<file path="src/rtl/sound_square_v2.sv">
// Purpose: square-wave sound channel with duty, sweep, envelope and length units.
// Latency: level_o/enable_o/cur_freq_o follow registered state one cycle after the causing edge.
// Backpressure: none; strobes are one-cycle enables and are never stalled.
module sound_square_v2 #(
   parameter int FREQ_W = 11,
   parameter int DUTY_W = 3,
   parameter int LEN_W  = 6,
   parameter int VOL_W  = 4
) (
   input  logic              clk_i,
   input  logic              rst_ni,
   input  logic              tick_freq_i,
   input  logic              tick_length_i,
   input  logic              tick_env_i,
   input  logic              tick_sweep_i,
   input  logic              trigger_i,
   input  logic [FREQ_W-1:0] frequency_i,
   input  logic [DUTY_W-1:0] duty_i,
   input  logic [2:0]        sweep_period_i,
   input  logic [2:0]        sweep_shift_i,
   input  logic              sweep_dir_i,
   input  logic [LEN_W-1:0]  length_load_i,
   input  logic              length_en_i,
   input  logic [VOL_W-1:0]  init_vol_i,
   input  logic              env_dir_i,
   input  logic [2:0]        env_period_i,
   output logic [VOL_W-1:0]  level_o,
   output logic              enable_o,
   output logic [FREQ_W-1:0] cur_freq_o
);

   // Length counter is one bit wider so a load of 0 yields the full 2^LEN_W count.
   localparam logic [LEN_W:0] LEN_FULL = {1'b1, {LEN_W{1'b0}}};
   localparam logic [VOL_W-1:0] VOL_MAX = {VOL_W{1'b1}};

   logic [FREQ_W-1:0] div_q, div_d;
   logic [DUTY_W-1:0] phase_q, phase_d;
   logic [FREQ_W-1:0] shadow_q, shadow_d;
   logic [2:0]        sweep_cnt_q, sweep_cnt_d;
   logic [VOL_W-1:0]  vol_q, vol_d;
   logic [2:0]        env_cnt_q, env_cnt_d;
   logic              env_dir_q, env_dir_d;
   logic [LEN_W:0]    len_q, len_d;
   logic              enable_q, enable_d;

   logic              dac_off;
   logic              wave;
   logic [FREQ_W-1:0] sweep_delta;
   logic [FREQ_W:0]   sweep_new;

   // DAC is powered down when the envelope can only stay at or fall to zero.
   assign dac_off     = (init_vol_i == '0) && !env_dir_i;
   assign sweep_delta = shadow_q >> sweep_shift_i;
   // Subtract path cannot borrow since the delta never exceeds the shadow.
   assign sweep_new   = sweep_dir_i ? ({1'b0, shadow_q} - {1'b0, sweep_delta})
                                    : ({1'b0, shadow_q} + {1'b0, sweep_delta});

   assign wave       = (phase_q < duty_i);
   assign level_o    = (enable_q && wave) ? vol_q : '0;
   assign enable_o   = enable_q;
   assign cur_freq_o = shadow_q;

   // Next-state: trigger restarts every unit; otherwise each strobe acts on its own unit.
   always_comb begin
      div_d       = div_q;
      phase_d     = phase_q;
      shadow_d    = shadow_q;
      sweep_cnt_d = sweep_cnt_q;
      vol_d       = vol_q;
      env_cnt_d   = env_cnt_q;
      env_dir_d   = env_dir_q;
      len_d       = len_q;
      enable_d    = enable_q;

      if (trigger_i) begin
         div_d       = frequency_i;
         phase_d     = '0;
         shadow_d    = frequency_i;
         sweep_cnt_d = sweep_period_i;
         vol_d       = init_vol_i;
         env_cnt_d   = env_period_i;
         env_dir_d   = env_dir_i;
         enable_d    = 1'b1;
         if (len_q == '0) begin
            len_d = LEN_FULL - {1'b0, length_load_i};
         end
      end else begin
         if (tick_freq_i && enable_q) begin
            if (&div_q) begin
               div_d   = shadow_q;
               phase_d = phase_q + 1'b1;
            end else begin
               div_d = div_q + 1'b1;
            end
         end

         if (tick_sweep_i && (sweep_period_i != 3'd0)) begin
            if (sweep_cnt_q > 3'd1) begin
               sweep_cnt_d = sweep_cnt_q - 3'd1;
            end else begin
               sweep_cnt_d = sweep_period_i;
               if (sweep_new[FREQ_W]) begin
                  enable_d = 1'b0;
               end else if (sweep_shift_i != 3'd0) begin
                  shadow_d = sweep_new[FREQ_W-1:0];
               end
            end
         end

         if (tick_env_i && (env_period_i != 3'd0)) begin
            if (env_cnt_q > 3'd1) begin
               env_cnt_d = env_cnt_q - 3'd1;
            end else begin
               env_cnt_d = env_period_i;
               if (env_dir_q) begin
                  if (vol_q != VOL_MAX) vol_d = vol_q + 1'b1;
               end else begin
                  if (vol_q != '0) vol_d = vol_q - 1'b1;
               end
            end
         end

         if (tick_length_i && length_en_i && (len_q != '0)) begin
            len_d = len_q - 1'b1;
            if (len_q == {{LEN_W{1'b0}}, 1'b1}) enable_d = 1'b0;
         end
      end

      // A powered-down DAC overrides every other enable source, trigger included.
      if (dac_off) enable_d = 1'b0;
   end

   // State registers with asynchronous clear.
   always_ff @(posedge clk_i or negedge rst_ni) begin
      if (!rst_ni) begin
         div_q       <= '0;
         phase_q     <= '0;
         shadow_q    <= '0;
         sweep_cnt_q <= '0;
         vol_q       <= '0;
         env_cnt_q   <= '0;
         env_dir_q   <= 1'b0;
         len_q       <= '0;
         enable_q    <= 1'b0;
      end else begin
         div_q       <= div_d;
         phase_q     <= phase_d;
         shadow_q    <= shadow_d;
         sweep_cnt_q <= sweep_cnt_d;
         vol_q       <= vol_d;
         env_cnt_q   <= env_cnt_d;
         env_dir_q   <= env_dir_d;
         len_q       <= len_d;
         enable_q    <= enable_d;
      end
   end

endmodule

</file>
<file path="config.mk">
export PLATFORM = sky130hd
export DESIGN_NAME = sound_square_v2
export DESIGN_NICKNAME = d
export VERILOG_FILES = /design/src/rtl/sound_square_v2.sv
export SDC_FILE = /design/constraint.sdc
export NUM_CORES = 1
export LEC_CHECK = 0
export ABC_AREA = 1
export CAP_MARGIN = 20
export CELL_PAD_IN_SITES_DETAIL_PLACEMENT = 0
export CELL_PAD_IN_SITES_GLOBAL_PLACEMENT = 2
export CORE_UTILIZATION = 34
export DETAILED_ROUTE_END_ITERATION = 10
export GPL_ROUTABILITY_DRIVEN = 0
export GPL_TIMING_DRIVEN = 0
export PLACE_DENSITY = 0.89
export SYNTH_ARGS = -nofsm -noshare
export SYNTH_HDL_FRONTEND = slang
export SYNTH_SLANG_ARGS = --single-unit
</file>
<file path="constraint.sdc">
create_clock -name clk_i -period 4.55 [get_ports clk_i]
set_input_delay 0.91 -clock clk_i [delete_from_list [all_inputs] [get_ports clk_i]]
set_output_delay 0.91 -clock clk_i [all_outputs]
set_load 0.02 [all_outputs]
</file>
==> impl_metrics.env <==
export IMPL_place_ws_ps=-116.7
export IMPL_ios=59
export IMPL_fin_ws_ps=533.9
export IMPL_htreeDepth=2
export IMPL_drt_initial_drc_count=230
export IMPL_fp_coreArea_um2=11610
export IMPL_yosys_register_bits=44
export IMPL_synth_async_reset_ratio=1.000
export IMPL_clk_path_buf_depth=2
export IMPL_synth_area_leaders="dfrtp_1 27%, nand2_1 12%, ha_1 7.9%, nand3_1 6.3%, inv_1 6.2%"
export IMPL_drive_gt1_frac=0.1082
export IMPL_via_count=4050
export IMPL_ys_seq_area_frac=0.2664
export IMPL_synth_edf_count=0
export IMPL_cts_hold_buf=0
export IMPL_path_class="in2reg"
export IMPL_fin_area_um2=5026
export IMPL_finalHoldViolCount=0
export IMPL_dr_pass1_iters=8
export IMPL_hold_class="reg2reg"
export IMPL_antenna_found_initial=0
export IMPL_wl_met2_um=5056
export IMPL_synthTopCellsByCount="134 x nand2_1, 68 x inv_1, 52 x nand3_1"
export IMPL_wl_met3_um=456
export IMPL_skew_ps=2.909
export IMPL_worst_path_largest_cell_delay_ps=300
export IMPL_ir_drop_uv=165.3
export IMPL_die_w_um=112.3
export IMPL_synthesis_area_um2=4133
export IMPL_wl_met1_um=5930
export IMPL_drc=4
export IMPL_grt_pass1_wl_um=19180
export IMPL_yosys_area_top_type="dfrtp_1"
export IMPL_nets=726
export IMPL_postSynthCellCount=592
export IMPL_place_inst=791
export IMPL_place_area_um2=4877
export IMPL_fin_cells=799
export IMPL_portBuffers=55
export IMPL_yosysUniqueCellTypes=44
export IMPL_slew_violations=0
export IMPL_worstMarginPinSlew_ps=759.2
export IMPL_rows=39
export IMPL_routed_wl_um=11560
export IMPL_synth_avg_cell_area_um2=6.981
export IMPL_syn_nets=663
export IMPL_worstPathRequired_ps=4730
export IMPL_path_buf_inv=7
export IMPL_cts_sinks=44
export IMPL_synth_most_common_cell="nand2_1"
export IMPL_cts_clk_slew_worst_paths_ps=60
export IMPL_startpoint_type="primary input"
export IMPL_violations="design-rule violations"
export IMPL_vias_per_cell=5.069
export IMPL_status="finished, violations left"
export IMPL_clk_latency_ps=290
export IMPL_area_growth_pct=21.62
export IMPL_dieHeight_um=112.3
export IMPL_maxCapViolations=0
export IMPL_final_period_utilization=0.8827
export IMPL_synth_top_area_frac=0.2664
export IMPL_cp_arrival_ps=4200
export IMPL_diodes=0
export IMPL_timing_final_crit_period_ps=4016
export IMPL_wl_per_cell_um=14.46
export IMPL_cp_max_fo=10
export IMPL_dieArea_um2=12600
export IMPL_dr_max_layer_used="met4"
export IMPL_cts_made_buffers=5
export IMPL_powerDensity_nw_per_um2=503.4
export IMPL_yosys_warnings=0
export IMPL_critical_path_most_common_cell="nand2_1"
export IMPL_hpwlAfterDp_um=9050
export IMPL_fmax_ghz=0.2490
export IMPL_leakage_nw=2.387
export IMPL_grt_max_degree=30
export IMPL_grt_pass1_vias=3838
export IMPL_grt_use_total=0.1899
export IMPL_rsz0062_at_grt="false"
export IMPL_root_buffer="clkbuf_16"
export IMPL_finalSetupTns_ps=0
export IMPL_setup_viol=0
export IMPL_ys_flop_type="dfrtp_1"
export IMPL_max_slew_margin=0.4939
export IMPL_path_delay_family="simple AND/OR/NAND/NOR gates"
export IMPL_end_kind="flip-flop"
export IMPL_cp_slowest_cell="ha_1"
export IMPL_cts_tree="built"
export IMPL_antenna_left=0
export IMPL_initial_core_util=0.3559
export IMPL_grt_overflow=0
flip-flops by register name, summed over array words and instances (netlist names):
signal,flops
env_dir_q,1
sweep_cnt_q,3
cur_freq_o,11
env_cnt_q,3
div_q,11
enable_o,1
vol_q,4
len_q,7
phase_q,3
metal layers:
metal / track usage / vias to the layer above
met4: 0.03378 / 0
met2: 0.2973 / 67
met5: 0 / -
met3: 0.02700 / 10
met1: 0.2799 / 1885
li1: - / 2088
path summary, 6_finish.rpt:
kind	start	to	slack, ps	cells past startpoint
worst max-delay path	sweep_shift_i[0]	cur_freq_o[3]	530	27
worst min-delay path	phase_q[1]	phase_q[1]	530	2
worst max register to register	cur_freq_o[8]	cur_freq_o[3]	1040	25
worst min register to register	phase_q[1]	phase_q[1]	530	2
max in group asynchronous	rst_ni	div_q[0]	3490	2
min in group asynchronous	rst_ni	vol_q[0]	550	1
cells in the final DEF (no fill, tap or decap), types with 6 or more instances in the layout:
cell	Yosys	routed
clkbuf_1	11	13
clkdlybuf4s50_1	0	53
xnor2_1	15	15
inv_2	6	6
nor2_1	43	43
nand2_1	134	134
a21oi_1	21	21
o21ai_0	45	45
xor2_1	13	13
nand3_2	8	8
a31oi_1	10	10
ha_1	26	26
inv_1	68	68
dfrtp_1	44	44
nand2_2	27	27
nand3_1	52	52
o211ai_1	13	13
what timing repair did:
item,4_1_cts,5_1_grt
buffers inserted,0,0
gates resized for setup,0,1
endpoints found under the setup margin,0,12
cell type report:
type / instances / area [um2]
Tap cell: 143 / 178.9
Inverter: 74 / 277.8
Timing Repair Buffer: 56 / 568.0
Buffer: 17 / 107.6
Fill cell: 1238 / 6588
Multi-Input combinational cell: 457 / 2646
Clock buffer: 8 / 146.4
Sequential cell: 44 / 1101
per-stage QoR:
step           power (mW)  hold WS (ps)    util
4_1_cts             2.555         535.3  0.4326
5_1_grt             2.759         580.4  0.4328
6_report            2.530         530.9  0.4328
3_3_place_gp        2.145         504.7  0.4187
2_1_floorplan       1.731         471.4       -
3_5_place_dp        2.164         522.1  0.4200
cell families after synthesis:
| family | count (synthesis) | share of synthesized area |
|---|---|---|
| AOI/OAI and AO/OA | 107 | 0.1526 |
| xor gates and xnor gates | 28 | 0.05934 |
| adders and majority gates | 28 | 0.08840 |
| buffers and inverters | 91 | 0.09325 |
| DFF | 44 | 0.2664 |
| and+or+nand+nor | 294 | 0.3400 |
worst min-delay path: cells and delay by family (launching register included):
kind	cells	cell delay (ps)
AND/OR/NAND/NOR	2	120
flip-flops	1	380
report_power, final:
part / switching, mW / internal [mW]
clock: 0.157 / 0.219
combinational: 0.847 / 0.629
sequential: 0.170 / 0.507
Power figures use the tool's default switching activity.
